File: src/rtl/alu_mul_seq_if.sv
// Bundle of request/response and shared-ALU signals for the multiply sequencer.
// Latency: none (wires only); ovf exists only when ALU_MUL_OVF_EN is defined.
// Backpressure: none; the requester must wait for done before relying on product.
interface alu_mul_seq_if #(
    parameter int SIZE = 9
);
    logic            start;
    logic [SIZE:0]   a;
    logic [SIZE:0]   b;
    logic            busy;
    logic            done;
    logic [SIZE:0]   product;
    logic [2:0]      alu_ctl;
    logic [SIZE:0]   alu_in1;
    logic [SIZE:0]   alu_in2;
    logic [SIZE:0]   alu_out;
    logic            alu_zero;
`ifdef ALU_MUL_OVF_EN
    logic            ovf;

    modport slave (
        input  start, a, b, alu_out, alu_zero,
        output busy, done, product, alu_ctl, alu_in1, alu_in2, ovf
    );
    modport master (
        output start, a, b, alu_out, alu_zero,
        input  busy, done, product, alu_ctl, alu_in1, alu_in2, ovf
    );
`else
    modport slave (
        input  start, a, b, alu_out, alu_zero,
        output busy, done, product, alu_ctl, alu_in1, alu_in2
    );
    modport master (
        output start, a, b, alu_out, alu_zero,
        input  busy, done, product, alu_ctl, alu_in1, alu_in2
    );
`endif
endinterface

File: src/rtl/alu_mul_seq.sv
// Unsigned shift-and-add multiplier that borrows the shared ALU; optional ovf via ALU_MUL_OVF_EN.
// Latency: 3 cycles per set multiplier bit, 2 per clear bit up to the top set bit, plus 1 DONE cycle.
// Backpressure: start is only accepted in IDLE; busy stays high through the DONE cycle.
module alu_mul_seq #(
    parameter int SIZE = 9
) (
    input  logic          clk,
    input  logic          rst_n,
    alu_mul_seq_if.slave  bus
);
    localparam int IW = $clog2(SIZE + 2);
    localparam logic [IW-1:0] ITER_LAST = IW'(SIZE);

    typedef enum logic [2:0] {
        S_IDLE,
        S_ADD,
        S_SHL,
        S_SHR,
        S_DONE
    } state_t;

    state_t          state_q, state_d;
    logic [SIZE:0]   acc_q, acc_d;
    logic [SIZE:0]   mcand_q, mcand_d;
    logic [SIZE:0]   mplier_q, mplier_d;
    logic [IW-1:0]   iter_q, iter_d;
    logic [SIZE:0]   product_q, product_d;
`ifdef ALU_MUL_OVF_EN
    logic            lost_q, lost_d;
    logic            ovf_acc_q, ovf_acc_d;
    logic            ovf_q, ovf_d;
`endif

    assign bus.busy    = (state_q != S_IDLE);
    assign bus.done    = (state_q == S_DONE);
    assign bus.product = product_q;
`ifdef ALU_MUL_OVF_EN
    assign bus.ovf     = ovf_q;
`endif

    // State and datapath registers; reset aborts any operation in flight.
    always_ff @(posedge clk or negedge rst_n) begin
        if (!rst_n) begin
            state_q   <= S_IDLE;
            acc_q     <= '0;
            mcand_q   <= '0;
            mplier_q  <= '0;
            iter_q    <= '0;
            product_q <= '0;
`ifdef ALU_MUL_OVF_EN
            lost_q    <= 1'b0;
            ovf_acc_q <= 1'b0;
            ovf_q     <= 1'b0;
`endif
        end else begin
            state_q   <= state_d;
            acc_q     <= acc_d;
            mcand_q   <= mcand_d;
            mplier_q  <= mplier_d;
            iter_q    <= iter_d;
            product_q <= product_d;
`ifdef ALU_MUL_OVF_EN
            lost_q    <= lost_d;
            ovf_acc_q <= ovf_acc_d;
            ovf_q     <= ovf_d;
`endif
        end
    end

    // Next-state, register updates and ALU operand decode; all arithmetic is done by the ALU.
    always_comb begin
        state_d     = state_q;
        acc_d       = acc_q;
        mcand_d     = mcand_q;
        mplier_d    = mplier_q;
        iter_d      = iter_q;
        product_d   = product_q;
        bus.alu_ctl = 3'b111;
        bus.alu_in1 = '0;
        bus.alu_in2 = '0;
`ifdef ALU_MUL_OVF_EN
        lost_d      = lost_q;
        ovf_acc_d   = ovf_acc_q;
        ovf_d       = ovf_q;
`endif
        case (state_q)
            S_IDLE: begin
                if (bus.start) begin
                    acc_d = '0;
`ifdef ALU_MUL_OVF_EN
                    lost_d    = 1'b0;
                    ovf_acc_d = 1'b0;
`endif
                    if (bus.b == '0) begin
                        // Nothing to accumulate: skip straight to DONE with a zero product.
                        state_d = S_DONE;
                    end else begin
                        mcand_d  = bus.a;
                        mplier_d = bus.b;
                        iter_d   = '0;
                        state_d  = bus.b[0] ? S_ADD : S_SHL;
                    end
                end
            end
            S_ADD: begin
                bus.alu_ctl = 3'b001;
                bus.alu_in1 = acc_q;
                bus.alu_in2 = mcand_q;
                acc_d       = bus.alu_out;
`ifdef ALU_MUL_OVF_EN
                // A wrapped sum, or adding a multiplicand that already shed high bits, overflows.
                if ((bus.alu_out < acc_q) || lost_q) begin
                    ovf_acc_d = 1'b1;
                end
`endif
                state_d     = S_SHL;
            end
            S_SHL: begin
                bus.alu_ctl = 3'b100;
                bus.alu_in1 = mcand_q;
                mcand_d     = bus.alu_out;
`ifdef ALU_MUL_OVF_EN
                if (mcand_q[SIZE]) begin
                    lost_d = 1'b1;
                end
`endif
                state_d     = S_SHR;
            end
            S_SHR: begin
                bus.alu_ctl = 3'b110;
                bus.alu_in1 = mplier_q;
                mplier_d    = bus.alu_out;
                iter_d      = iter_q + IW'(1);
                // Stop as soon as no set multiplier bits remain, or after the last bit position.
                if (bus.alu_zero || (iter_q == ITER_LAST)) begin
                    state_d = S_DONE;
                end else begin
                    state_d = bus.alu_out[0] ? S_ADD : S_SHL;
                end
            end
            S_DONE: begin
                product_d = acc_q;
`ifdef ALU_MUL_OVF_EN
                ovf_d     = ovf_acc_q;
`endif
                state_d   = S_IDLE;
            end
            default: state_d = S_IDLE;
        endcase
    end
endmodule

File: src/flat_wrapper.sv
// flat-port wrapper written by rule: the top's interface ports become plain ports
module alu_mul_seq_flat 
#(
    parameter int SIZE = 9
)
  (clk, rst_n, bus_start, bus_a, bus_b, bus_alu_out, bus_alu_zero, bus_busy, bus_done, bus_product, bus_alu_ctl, bus_alu_in1, bus_alu_in2);
  alu_mul_seq_if #(.SIZE(SIZE)) bus_i ();
  input  logic clk;
  input  logic rst_n;
  input wire logic [$bits(bus_i.start)-1:0] bus_start;
  input wire logic [$bits(bus_i.a)-1:0] bus_a;
  input wire logic [$bits(bus_i.b)-1:0] bus_b;
  input wire logic [$bits(bus_i.alu_out)-1:0] bus_alu_out;
  input wire logic [$bits(bus_i.alu_zero)-1:0] bus_alu_zero;
  output wire logic [$bits(bus_i.busy)-1:0] bus_busy;
  output wire logic [$bits(bus_i.done)-1:0] bus_done;
  output wire logic [$bits(bus_i.product)-1:0] bus_product;
  output wire logic [$bits(bus_i.alu_ctl)-1:0] bus_alu_ctl;
  output wire logic [$bits(bus_i.alu_in1)-1:0] bus_alu_in1;
  output wire logic [$bits(bus_i.alu_in2)-1:0] bus_alu_in2;
  assign bus_i.start = bus_start;
  assign bus_i.a = bus_a;
  assign bus_i.b = bus_b;
  assign bus_i.alu_out = bus_alu_out;
  assign bus_i.alu_zero = bus_alu_zero;
  assign bus_busy = bus_i.busy;
  assign bus_done = bus_i.done;
  assign bus_product = bus_i.product;
  assign bus_alu_ctl = bus_i.alu_ctl;
  assign bus_alu_in1 = bus_i.alu_in1;
  assign bus_alu_in2 = bus_i.alu_in2;
  alu_mul_seq #(.SIZE(SIZE)) u_core (.clk(clk), .rst_n(rst_n), .bus(bus_i));
endmodule
File: config.mk
export PLATFORM = sky130hd
export DESIGN_NAME = alu_mul_seq_flat
export DESIGN_NICKNAME = d
export VERILOG_FILES = /design/src/rtl/alu_mul_seq_if.sv /design/src/rtl/alu_mul_seq.sv /design/src/flat_wrapper.sv
export SDC_FILE = /design/constraint.sdc
export NUM_CORES = 1
export LEC_CHECK = 0
export CAP_MARGIN = 10
export CORE_UTILIZATION = 35
export CTS_CLUSTER_SIZE = 14
export DETAILED_ROUTE_END_ITERATION = 7
export PLACE_DENSITY = 0.73
export SLEW_MARGIN = 10
export SYNTH_ARGS = -nofsm -noshare
export SYNTH_HDL_FRONTEND = slang
export SYNTH_SLANG_ARGS = --single-unit
File: constraint.sdc
create_clock -name clk -period 2.9 [get_ports clk]
set_input_delay 0.29 -clock clk [delete_from_list [all_inputs] [get_ports clk]]
set_output_delay 0.29 -clock clk [all_outputs]
set_load 0.02 [all_outputs]
Word-level counts from Yosys, hierarchy flattened
Index checks and enable logic that the tools add are counted.
W data, S select, Z words.
{"block": "word_totals", "ff_bits": 47, "inputBits": 34, "output_inout_bits": 35, "word_cells": 44}
{"block": "op_classes", "addsub": 1, "eq_ne": 7, "mux": 20, "reduce_logical": 10}
{"op": "$mux W10", "count": 6}
{"op": "$pmux W10 S2", "count": 3}
{"op": "$pmux W10 S3", "count": 1}
{"op": "$pmux W3 S4", "count": 1}
{"op": "$logic_not A10 Y1", "count": 1}
{"op": "$mux W3", "count": 3}
{"op": "$pmux W3 S3", "count": 1}
{"op": "$mux W4", "count": 2}
{"op": "$pmux W4 S2", "count": 1}
{"op": "$eq A3 B2 Y1 const B", "count": 2}
{"op": "$reduce_and A3 Y1", "count": 2}
{"op": "$reduce_bool A2 Y1", "count": 3}
{"op": "$add A4 B1 Y4 const B", "count": 1}
{"op": "$eq A4 B4 Y1 const B", "count": 1}
{"op": "$mux W2", "count": 2}
{"op": "$ne A2 B2 Y1 const B", "count": 2}
{"op": "$eq A3 B1 Y1 const B", "count": 1}
{"op": "$eq A3 B3 Y1 const B", "count": 1}
{"op": "$logic_not A3 Y1", "count": 1}
{"op": "$reduce_bool A3 Y1", "count": 1}
{"op": "$reduce_and A2 Y1", "count": 1}
{"op": "$logic_or A1 B1 Y1", "count": 1}

Longest topological paths before layout
Gate-level depths: netlist of run 1.
{"block": "depth", "ltp_word": 4, "mapped_depth": 6, "ltp_nobuf": 6}

Worst setup path before layout of run 1
Ideal clock, no wire load.
{"block": "synth_path", "path_type": "flip-flop to flip-flop", "start": "register u_core.state_q[2]", "end": "register u_core.mcand_q[0]", "setup_time_ns": 0.125, "arrival_time_ns": 1.584, "slack_ns": 1.191, "path_stages_with_launch": 6, "path_cell_list": "dfrtp_1 -> buf_2 -> nand2b_4 -> nor2_2 -> mux2_2 -> mux2_2"}
{"block": "synth_via", "elab_chain_len": 3}
{"item": "start, declared", "line": "alu_mul_seq.sv:22", "rtl": "state_t state_q, state_d;"}
{"item": "start signal, assigned", "line": "alu_mul_seq.sv:56", "rtl": "state_q <= state_d;"}
{"item": "$eq A3 B2 Y1 / $logic_not A3 Y1 (equally long branches)", "line": "alu_mul_seq.sv:86", "rtl": "case (state_q)"}
{"item": "$reduce_bool A2 Y1 (no line) / $ne A2 B2 Y1 (equally long branches)"}
{"item": "$reduce_and A3 Y1 (no line)"}
{"item": "end signal, assigned", "line": "alu_mul_seq.sv:58", "rtl": "mcand_q <= mcand_d;"}
{"item": "end, declared", "line": "alu_mul_seq.sv:24", "rtl": "logic [SIZE:0] mcand_q, mcand_d;"}
Several ways; a longest one is shown, not always the timed one.
A chain may end at the register's enable or synchronous reset.

Worst setup path in the final report of run 1
{"block": "layout_path", "start": "register u_core.state_q[1]", "end": "output port bus_alu_in1[0]"}
{"block": "layout_via", "elab_chain_len": 2}
{"item": "$eq A3 B2 Y1 / $eq A3 B1 Y1 (equally long branches)", "line": "alu_mul_seq.sv:86"}
{"item": "$pmux W10 S3 (*)", "line": "alu_mul_seq.sv:86"}
{"item": "end, declared", "line": "flat_wrapper.sv:19", "rtl": "output wire logic [$bits(bus_i.alu_in1)-1:0] bus_alu_in1;"}
Every way passes the cells marked *; elsewhere a longest branch is shown, timed or not.

==> results of run 1 <==
## critical path, delay by kind of cell, from the launching register on
| family | cells | cell delay, ps |
|---|---|---|
| and+or+nand+nor | 2 | 540 |
| AOI/OAI and AO/OA | 1 | 100 |
| DFF | 1 | 530 |
| buffers and inverters | 2 | 870 |
## final timing paths
kind / start / to / slack (ps) / depth (start not counted)
setup / recovery: u_core.state_q[1]$_DFFE_PN0P_ / bus_alu_in1[0] / 250 / 5
hold / removal: rst_n / u_core.iter_q[1]$_DFFE_PN0P_ / 150 / 1
setup reg to reg: u_core.state_q[1]$_DFFE_PN0P_ / u_core.mcand_q[9]$_DFFE_PN0P_ / 690 / 6
hold reg to reg: u_core.bus.product[2]$_DFFE_PN0P_ / u_core.bus.product[2]$_DFFE_PN0P_ / 510 / 1
max in group asynchronous: rst_n / u_core.bus.product[4]$_DFFE_PN0P_ / 2090 / 1
min in group clk: u_core.bus.product[2]$_DFFE_PN0P_ / u_core.bus.product[2]$_DFFE_PN0P_ / 510 / 1
## per-layer routing
layer | share of wire (%) | vias up | GRT usage [%]
li1 | - | 918 | -
met1 | 46 | 1000 | 26.2
met2 | 47 | 68 | 30.4
met3 | 5.0 | 12 | 3.08
met4 | 2.1 | 0 | 8.03
met5 | 0 | - | 0
## cell families after synthesis
| group | after synthesis | synth area share [%] |
|---|---|---|
| simple gates | 55 | 13.0 |
| compound gates | 46 | 15.4 |
| fa+ha+maj | 2 | 1.01 |
| mux | 43 | 19.5 |
| flops | 47 | 47.5 |
| buf+inv | 17 | 3.28 |
| xor+xnor | 1 | 0.353 |
## layout make-up
| class | instances | share of cell area [%] |
|---|---|---|
| multi-input cells | 147 | 36.5 |
| inverters | 4 | 0.447 |
| repair buffers | 76 | 21.9 |
| clock buffers | 5 | 2.05 |
| clock inverters | 3 | 0.595 |
| flip-flops and latches | 47 | 35.0 |
| well taps | 96 | 3.57 |
## cell usage after synthesis (all sizes together)
library cell	instances
dfrtp	47
nand2	5
o21a	2
a22oi	10
o22ai	2
nand4	1
o21ai	4
or2	10
o22a	1
nand2b	2
nor3	2
or3b	1
a21oi	4
nor4	2
inv	4
a31oi	2
a22o	10
clkbuf	5
nor2	16
xnor2	1
and3	10
o221a	9
mux2	42
buf	8
o21bai	1
ha	2
nor2b	2
and2	2
o311a	1
mux2i	1
nand3	2
## metrics by stage
step | instance area [sq um] | power (W) | instances
after floorplan | 2480 | 0.00268 | 211
after global placement | 3270 | 0.00354 | 370
after detailed placement | 3270 | 0.00360 | 370
after CTS | 3360 | 0.00401 | 378
after global routing | 3360 | 0.00425 | 378
final | 3360 | 0.00400 | 378
## sequential cells by signal (all words and copies together), names as in the netlist
name                count
u_core.iter_q           4
u_core.acc_q           10
u_core.mplier_q        10
u_core.bus.product     10
u_core.mcand_q         10
u_core.state_q          3
## power by group
group / internal (W) / leakage [nW] / switching [W]
Clock: 0.000168 / 0.0402 / 0.000245
Sequential: 0.000961 / 0.578 / 0.000208
Combinational: 0.00123 / 0.776 / 0.00119
==> results.tsv, run 1 <==
metric	value	unit
outcome	completed	
relSlewSlack	29.0	%
syn_avg_cell_area	11.7	sq um
rows	30	
ios	69	
seq_area	0.00118	sq mm
grt_pass1_vias	2009	
wl_per_cell	17.8	um
cellLeakagePower	1.39	nW
multi_input_area	0.00123	sq mm
min_path_type	input port to asynchronous set/reset pin	
finalHoldViolCount	0	
fin_hold_ws	153	ps
postRouteWirelength	6720	um
vias	1998	
cts-resized-gates	0	
ys.warnings.count	0	
synth_top_area_share	47.5	%
grt.total_usage	19.3	%
antenna_found_initial	0	
synth_cell_type_count	41	
grt_pass1_wl	10700	um
hold_buffers	0	
gp_congestion	0.831	
crit_path_max_incr_delay	630	ps
syn-cell-area	0.00248	sq mm
layout_min_cycle_time	2650	ps
peakVddDrop	0.633	mV
portBuffers	68	
clock_sinks	47	
crit_chain	nor2b_1 > buf_4 > a22oi_1 > nor2_1 > clkdlybuf4s50_1	
dr.first_iter.drc_count	90	
end_kind	primary output	
die_height	86.2	um
layout_common_cells	clkdlybuf4s50_1 (67), dfrtp_1 (47), mux2_2 (42)	
final_core_util	49.2	%
synth_area_leader_cell	dfrtp_1	
insertion_delay	320	ps
dp_slack	633	ps
seq_area_frac_synth	47.5	%
cts_tree	done	
synth_area_leaders	dfrtp_1 (47%), mux2_2 (19%), o221a_2 (4.1%)	
drc	0	
grt_max_degree	48	
grt_setup_unrepaired	false	
postCtsSetupBuffers	0	
slowest_stage	clkdlybuf4s50_1	
power-per-cell-area	1190	mW/mm^2
fin_nets	317	
numCtsBuffers	5	
slew_violations	0	
setup_viol	0	
antennaDiodeCount	0	
viasPerCell	5.29	
die_width	86.2	um
cp_data_required_time	2610	ps
htreeDepth	2	
core	0.00683	sq mm
cts.clk_slew.worst_paths	90	ps
antenna_left	0	
start_kind	flop	
cts_buffer_depth	2	
final_common_cell	clkdlybuf4s50_1	
root_buffer	clkbuf_8	
tightest_slew	1060	ps
firstDrtPassIters	4	
overflow	0	
syn_to_final_growth	35.6	%
cp.arrival	2360	ps
fin_skew	7.46	ps
n_fill_cell	676	
clock.fmax	378	MHz
dp_hpwl	4670	um
die_area	0.00742	sq mm
synth_nets	247	
maxCapViolCount	0	
fin_ws	252	ps
critical_path_class	flop to primary output	
final.setup.tns	0	ps
final_layout_size_suffix_gt1_share	30.9	%
fin_crit_sh	91.3	%
start_util	36.3	%
synth_seq_cells	47	
cp_max_fo	7	
synthCells	211	
Note: power is estimated with default switching activity, not from simulation.
==> run 2: changes to the inputs <==
--- a/config.mk
+++ b/config.mk
@@ -9,7 +9,7 @@
 export CORE_UTILIZATION = 35
 export CTS_CLUSTER_SIZE = 14
 export DETAILED_ROUTE_END_ITERATION = 7
-export PLACE_DENSITY = 0.73
+export PLACE_DENSITY = 0.76
 export SLEW_MARGIN = 10
 export SYNTH_ARGS = -nofsm -noshare
 export SYNTH_HDL_FRONTEND = slang
==> constraint.sdc (replaced) <==
create_clock -name clk -period 2.2 [get_ports clk]
set_input_delay 0.22 -clock clk [delete_from_list [all_inputs] [get_ports clk]]
set_output_delay 0.22 -clock clk [all_outputs]
set_load 0.02 [all_outputs]
==> run 2 against run 1 <==
The flow now finishes with violations (negative hold slack). Highest routed layer unchanged. Sequential power rose by 34%. Global-route usage rose by 0.60 points. Critical endpoint is now bus_alu_ctl[1]. Combinational power rose by 33%. Largest power group unchanged. Hold slack got worse by 160 ps. Non-clock buffer count rose by 9. First-iteration DRC count rose by 23%. Clock-buffer cell count did not move.
==> results.tsv, run 2 (same netlist as run 1, synthesis figures left out) <==
metric	value	unit	change
clock.fmax	477	MHz	
layout_common_cells	clkdlybuf4s50_1 (46), dfrtp_1 (45), mux2_2 (42)		was clkdlybuf4s50_1 (67), dfrtp_1 (47), mux2_2 (42)
fin_crit_sh	95.3	%	
swShare	39.8	%	was 41.1%
root_buffer	clkbuf_8		unchanged
p_comb_share	57.9	%	was 60.5%
tightest_slew	1050	ps	was 1060 ps
layout_min_cycle_time	2100	ps	
wl_per_cell	18.1	um	was 17.8 um
violations	negative hold slack		
fin_skew	5.12	ps	was 7.46 ps
ios	69		unchanged
antennaDiodeCount	0		unchanged
cp_data_required_time	1980	ps	was 2610 ps
htreeDepth	2		unchanged
cts_tree	done		unchanged
numCtsBuffers	5		unchanged
relSlewSlack	29.3	%	was 29.0%
viasPerCell	5.43		was 5.29
cellLeakagePower	1.55	nW	was 1.39 nW
start_util	36.3	%	unchanged
final_core_util	51.0	%	was 49.2%
cp.arrival	1880	ps	was 2360 ps
setup_viol	0		unchanged
antenna_found_initial	0		unchanged
overflow	0		unchanged
grt_setup_unrepaired	false		unchanged
clock_sinks	47		unchanged
rows	30		unchanged
final.setup.tns	0	ps	unchanged
grt_max_degree	48		unchanged
core	0.00683	sq mm	unchanged
dp_hpwl	4840	um	was 4670 um
power-per-cell-area	1590	mW/mm^2	was 1190 mW/mm^2
final_common_cell	clkdlybuf4s50_1		unchanged
postRouteWirelength	7010	um	was 6720 um
finalHoldViolCount	7		was 0
vias	2101		was 1,998
die_height	86.2	um	unchanged
grt.total_usage	19.8	%	was 19.3%
grt_pass1_wl	11000	um	was 10,700 um
gp_congestion	0.906		was 0.831
critical_path_class	flop to primary output		unchanged
n_fill_cell	641		was 676
start_kind	flop		unchanged
die_area	0.00742	sq mm	unchanged
end_kind	primary output		unchanged
die_width	86.2	um	unchanged
intPower	0.00334	W	was 0.00236 W
cp_max_fo	5		was 7
hold_buffers	0		unchanged
antenna_left	0		unchanged
fin_nets	326		was 317
portBuffers	68		unchanged
pwr-share-clk	13.9	%	was 10.3%
final_layout_size_suffix_gt1_share	33.7	%	was 30.9%
cp-startpoint	u_core.state_q[1]$_DFFE_PN0P_		unchanged
fin_hold_ws	-11.7	ps	was 153 ps
cts_buffer_depth	2		unchanged
p_seq_share	28.2	%	was 29.2%
maxCapViolCount	0		unchanged
drc	0		unchanged
insertion_delay	310	ps	was 320 ps
worstReg2RegStart	u_core.state_q[1]$_DFFE_PN0P_		unchanged
grt_pass1_vias	2149		was 2,009
min_path_type	input port to asynchronous set/reset pin		unchanged
firstDrtPassIters	4		unchanged
p_switching	0.00221	W	was 0.00165 W
cts.clk_slew.worst_paths	90	ps	about the same
syn_to_final_growth	40.5	%	was 35.6%
slew_violations	0		unchanged
dr.first_iter.drc_count	111		was 90
outcome	finished, violations left		was completed
peakVddDrop	0.837	mV	was 0.633 mV
[run 2: critical path: stages, from the launching register on]
cell,delay (ps)
dfrtp_2,470
nor2b_1,170
buf_4,160
o21ai_0,150
clkdlybuf4s50_1,620
[run 2: power by group through the flow]
stage          registers [W]  clock network, W  logic (W)
6_report             0.00157          0.000770    0.00321
5_1_grt              0.00161          0.000807    0.00344
4_1_cts              0.00155          0.000783    0.00321
3_5_place_dp         0.00156                 0    0.00334
3_3_place_gp         0.00155                 0    0.00328
2_1_floorplan        0.00157                 0    0.00195
[run 2: repair_timing]
action,in CTS,in global routing
endpoints found under the hold margin,0,0
gates resized for setup,21,2
buffers inserted,0,0
setup endpoints to repair,21,2
[run 2: area by class of cell]
cell class                 instances  area [sq um]  share of cell area (%)
sequential                        47          1180                    33.8
timing repair buffer              85           806                    23.1
clock inverter                     3          67.6                    1.94
tap                               96           120                    3.45
inverter                           4          15.0                   0.431
clock buffer                       5          68.8                    1.98
multi-input combinational        147          1230                    35.2
[run 2: metrics by stage]
step | cells | power (W) | area, sq um | setup slack (ps)
floorplan | 211 | 0.00353 | 2480 | 491
global placement | 379 | 0.00482 | 3370 | 132
detailed placement | 379 | 0.00491 | 3370 | 57.3
CTS | 387 | 0.00555 | 3480 | 40.1
global route | 387 | 0.00586 | 3480 | 2.06
finish | 387 | 0.00555 | 3480 | 102
[run 2: worst paths after layout]
kind / cells past startpoint / endpoint / slack, ps
setup / recovery: 4 / bus_alu_ctl[1] / 100
hold / removal: 2 / u_core.iter_q[3]$_DFFE_PN0P_ / -10
setup reg to reg: 5 / u_core.mplier_q[0]$_DFFE_PN0P_ / 170
hold reg to reg: 1 / u_core.bus.product[1]$_DFFE_PN0P_ / 510
max in group asynchronous: 2 / u_core.state_q[1]$_DFFE_PN0P_ / 1770
min in group clk: 1 / u_core.bus.product[1]$_DFFE_PN0P_ / 510
[run 2: routing by layer]
layer  GRT usage (%)  part of all wire [%]  vias to the layer above
met1            25.2                    43                     1055
met3            3.66                   5.9                       16
met4            8.18                   2.1                        0
met5               0                     0                        -
met2            33.3                    49                       90
li1                -                     -                      940
==> run 3: changes to the inputs <==
--- a/config.mk
+++ b/config.mk
@@ -7,6 +7,7 @@
 export LEC_CHECK = 0
 export CAP_MARGIN = 10
 export CORE_UTILIZATION = 35
+export CTS_CLUSTER_DIAMETER = 80
 export CTS_CLUSTER_SIZE = 14
 export DETAILED_ROUTE_END_ITERATION = 7
 export PLACE_DENSITY = 0.76
==> results of run 3 <==
No change in the layout: final DEF, timing and power equal those of run 2.
==> RTL edit 1: new RTL, flow settings as in run 3 <==
`product_q` no longer has a reset.
--- a/src/rtl/alu_mul_seq.sv
+++ b/src/rtl/alu_mul_seq.sv
@@ -46,7 +46,6 @@
             mcand_q   <= '0;
             mplier_q  <= '0;
             iter_q    <= '0;
-            product_q <= '0;
 `ifdef ALU_MUL_OVF_EN
             lost_q    <= 1'b0;
             ovf_acc_q <= 1'b0;
@@ -58,13 +57,16 @@
             mcand_q   <= mcand_d;
             mplier_q  <= mplier_d;
             iter_q    <= iter_d;
-            product_q <= product_d;
 `ifdef ALU_MUL_OVF_EN
             lost_q    <= lost_d;
             ovf_acc_q <= ovf_acc_d;
             ovf_q     <= ovf_d;
 `endif
         end
+    end
+
+    always_ff @(posedge clk) begin
+        product_q <= product_d;
     end
 
     // Next-state, register updates and ALU operand decode; all arithmetic is done by the ALU.
Function: differs if rst_n is asserted again (counterexample within 10 cycles, from zero or initial values and one cycle with rst_n low); with rst_n held inactive, the same outputs for 10 cycles.
==> RTL edit 1 against run 3 <==
Count of clock-buffer cells in the layout unchanged. Power decreased by 11%. Synthesized area decreased by 2.7%. Die area decreased by 2.7%. Design area decreased by 3.2%. Sequential cell count unchanged. Sequential share of layout area increased by 2.5 points. Sequential power decreased by 5%. Wire length decreased by 11%. Setup slack got worse by 0.0038 ns.
==> RTL edit 1: results (changes against run 3) <==
| Metric | Value |
|---|---|
| Synth top cells by count | `37 x dfrtp_1, 32 x mux2_2, 15 x nor2_1` |
| Register area share after synthesis | `50.9% (+3.4 points)` |
| Met3 wire len | `395 um (-4.6%)` |
| Clock skew | `0.00795 ns (+0.00283 ns)` |
| CP max stage delay | `0.66 ns (+0.04 ns)` |
| Worst min path class | `primary input to asynchronous set/reset pin` |
| Share of flip-flops with an asynchronous set or reset | `78.7% (-21 points)` |
| Antenna violations before repair | `0 (unchanged)` |
| Largest net degree at the start of global routing | `38 (-21%)` |
| Gp weighted congestion | `0.901 (-0.51%)` |
| First-pass GRT wire length | `10.2 mm (-7.8%)` |
| Non-Clock Buffer Count | `88 (+3.5%)` |
| Top Metal Used | `met4` |
| Clock network power share | `13.2% (-0.7 points)` |
| Area of the multi-input gates | `1110 sq um (-9.2%)` |
| WL met1 | `2.88 mm (-3.9%)` |
| R2R Setup Slk | `0.42 ns (+0.25 ns)` |
| Fillers | `564 (-12%)` |
| Crit path max fanout | `10 (+5)` |
| WL per Instance | `17.3 um (-4.8%)` |
| Total GRT Usage | `18.3% (-1.6 points)` |
| Inst Count DP | `352 (-7.1%)` |
| Metal2 WL | `2.88 mm (-17%)` |
| Grt met3 use | `4.38% (+0.72 points)` |
| LEAKAGE | `1.45 nW (-6.3%)` |
| Power share of the sequential group | `30.1% (+1.9 points)` |
| Post-synth EDFFs | `10 (+10)` |
| R2r endpoint | `u_core.mplier_q[0]` |
| Tap Cells | `77 (-20%)` |
| Placed Area | `3270 sq um (-2.7%)` |
| Crit path DAT | `1.88 ns (about the same)` |
| Syn Nets | `236 (-4.5%)` |
| Inverters | `4 (unchanged)` |
| Synth Flop Type | `dfrtp_1` |
| Delay-heaviest family, CP | `buffers and inverters` |
| Vias in the first global route | `2031 (-5.5%)` |
| Pint | `2.99 mW (-10%)` |
| Routed WL | `6.23 mm (-11%)` |
| GR Util met1 | `25.0% (-0.18 points)` |
| Status | `completed` |
| Register area | `1230 sq um (+4.0%)` |
| Switching Fraction | `39.6% (-0.21 points)` |
| Synth area leaders | `dfrtp_1 38%, mux2_2 15%, edfxtp_1 12%` |
| Non-clock buffers, area share | `23.9% (+0.73 points)` |
| Max-Slew Margin vs Limit | `46.4% (+17 points)` |
| Final hold slack | `0.340 ns (+0.352 ns)` |
| Peak VDD IR | `0.000639 V (-24%)` |
| Nets | `319 (-2.1%)` |
| Number of vias per cell | `5.42 (-0.15%)` |
| Worst-Skew Late Latency | `0.31 ns (about the same)` |
| DR iter-0 viols | `113 (+1.8%)` |
| Final core occ | `51.9% (+0.93 points)` |
| Met2 Usage GRT | `29.5% (-3.8 points)` |
| DP HPWL | `4.75 mm (-2.0%)` |
| Synthesized area per cell | `12.1 sq um (+2.6%)` |
| Comb_multi_in | `137 (-6.8%)` |
| Setup Slack @ Placement | `0.0674 ns (+0.0101 ns)` |
| Clock-cell share of area | `3.41% (-0.50 points)` |
| Share of cells above drive strength 1 | `31.0% (-2.7 points)` |
==> RTL edit 1: cell families after synthesis <==
kind of cell | after synthesis | synth area share (%)
compound gates | 46 | 15.9
xor+xnor | 1 | 0.363
fa+ha+maj | 2 | 1.04
buf+inv | 16 | 3.17
flops | 47 | 50.9
mux | 33 | 15.4
simple gates | 55 | 13.3
==> RTL edit 1: how the worst max path moves through the flow <==
stage | slack (ns) | startpoint | endpoint
finish | 0.1 | u_core.state_q[1] | bus_done
global route | 0.004 | u_core.state_q[1] | bus_alu_in1[1]
CTS | 0.08 | u_core.state_q[1] | bus_done
detailed placement | 0.07 | bus_b[7] | u_core.mcand_q[3]
global placement | 0.09 | bus_b[7] | u_core.mcand_q[6]
floorplan | 0.33 | u_core.state_q[1] | u_core.bus.product[0]
==> RTL edit 1: timing repair <==
item	4_1_cts	5_1_grt
gates resized for setup	21	0
buffers inserted	1	0
setup endpoints to repair	20	0
==> RTL edit 2: new RTL, flow settings as in run 3 <==
Made on the original files. `SIZE` is set to 9 in 3 places; all go to 18.
--- a/src/rtl/alu_mul_seq_if.sv
+++ b/src/rtl/alu_mul_seq_if.sv
@@ -2,7 +2,7 @@
 // Latency: none (wires only); ovf exists only when ALU_MUL_OVF_EN is defined.
 // Backpressure: none; the requester must wait for done before relying on product.
 interface alu_mul_seq_if #(
-    parameter int SIZE = 9
+    parameter int SIZE = 18
 );
     logic            start;
     logic [SIZE:0]   a;
--- a/src/rtl/alu_mul_seq.sv
+++ b/src/rtl/alu_mul_seq.sv
@@ -2,7 +2,7 @@
 // Latency: 3 cycles per set multiplier bit, 2 per clear bit up to the top set bit, plus 1 DONE cycle.
 // Backpressure: start is only accepted in IDLE; busy stays high through the DONE cycle.
 module alu_mul_seq #(
-    parameter int SIZE = 9
+    parameter int SIZE = 18
 ) (
     input  logic          clk,
     input  logic          rst_n,
--- a/src/flat_wrapper.sv
+++ b/src/flat_wrapper.sv
@@ -1,7 +1,7 @@
 // flat-port wrapper written by rule: the top's interface ports become plain ports
 module alu_mul_seq_flat 
 #(
-    parameter int SIZE = 9
+    parameter int SIZE = 18
 )
   (clk, rst_n, bus_start, bus_a, bus_b, bus_alu_out, bus_alu_zero, bus_busy, bus_done, bus_product, bus_alu_ctl, bus_alu_in1, bus_alu_in2);
   alu_mul_seq_if #(.SIZE(SIZE)) bus_i ();
Ports: changed (6 resized); port bits go from 69 to 123. The function was not compared with the original's and may differ.
==> RTL edit 2 against run 3 <==
Power increased by 84%. Design area increased by 81%. Wire length increased by 86%. Setup slack got worse by 0.0061 ns. Sequential cell count increased by 37. Critical path depth increased by 2. Global-route usage increased by 1.2 points. Synthesized area increased by 79%. Critical path type unchanged. Critical endpoint is now bus_alu_in1[16].
==> RTL edit 2: results (changes against run 3) <==
| Metric | Value |
|---|---|
| Non-filler instance count after layout | `676 (+75%)` |
| Inst Count DP | `658 (+74%)` |
| Final hold slack | `0.470 ns (+0.481 ns)` |
| Multi-input gate share of total cell area | `34.6% (-0.57 points)` |
| Placed Area | `6040 sq um (+80%)` |
| CP max stage delay | `0.41 ns (-0.21 ns)` |
| Share of cells above drive strength 1 | `31.7% (-2.0 points)` |
| R2R Setup Slk | `0.23 ns (+0.06 ns)` |
| Max-Slew Margin vs Limit | `54.8% (+25 points)` |
| Register area share after synthesis | `47.4% (-0.073 points)` |
| Gp weighted congestion | `0.807 (-11%)` |
| Comb_multi_in | `246 (+67%)` |
| Total GRT Usage | `21.0% (+1.2 points)` |
| Synth top cells by count | `84 x dfrtp_1, 66 x mux2_2, 28 x nor2_1` |
| Clock-cell share of area | `4.83% (+0.92 points)` |
| H-tree levels | `3 (+1)` |
| Synth Register Bits | `84 (+79%)` |
| Xor/xnor share of the synthesized area | `0.592% (+0.24 points)` |
| Status | `completed` |
| Synth unique cells | `44 (+7.3%)` |
| Crit path max fanout | `21 (+16)` |
| Synth Area in Adders | `0.564% (-0.45 points)` |
| Clock buffers | `13 (+8)` |
| Clock group | `1.54 mW (+100%)` |
| Final core occ | `51.9% (+0.97 points)` |
| Root Buffer Master | `clkbuf_16` |
| DP HPWL | `9.49 mm (+96%)` |
| Switching Fraction | `39.2% (-0.64 points)` |
| Post-route minimum period | `2.10 ns (+0.00610 ns)` |
| Non-Clock Buffer Count | `157 (+85%)` |
| Number of port buffers | `122 (+79%)` |
==> RTL edit 2: what timing repair did <==
item                                    4_1_cts  5_1_grt
cloned                                        0        0
hold endpoints to repair                     52        0
setup buffers                                 0        1
endpoints found under the setup margin       41       14
gates resized for setup                      42       22
hold buffers                                  1        0
==> RTL edit 2: routing by layer <==
metal	up-vias	routed length (um)	GRT usage, %
met3	20	736	3.86
met5	-	0	0
met4	0	233	7.97
met1	1860	5590	27.2
li1	1651	-	-
met2	112	6470	34.9
==> RTL edit 2: final timing paths <==
check                                      start                      to  cells past startpoint
max                            u_core.state_q[1]         bus_alu_in1[16]                      6
min                                        rst_n  u_core.bus.product[15]                      2
max reg2reg                    u_core.state_q[2]      u_core.mplier_q[9]                      5
min reg2reg                u_core.bus.product[1]   u_core.bus.product[1]                      1
max in group asynchronous                  rst_n       u_core.mcand_q[4]                      3
min in group clk           u_core.bus.product[1]   u_core.bus.product[1]                      1
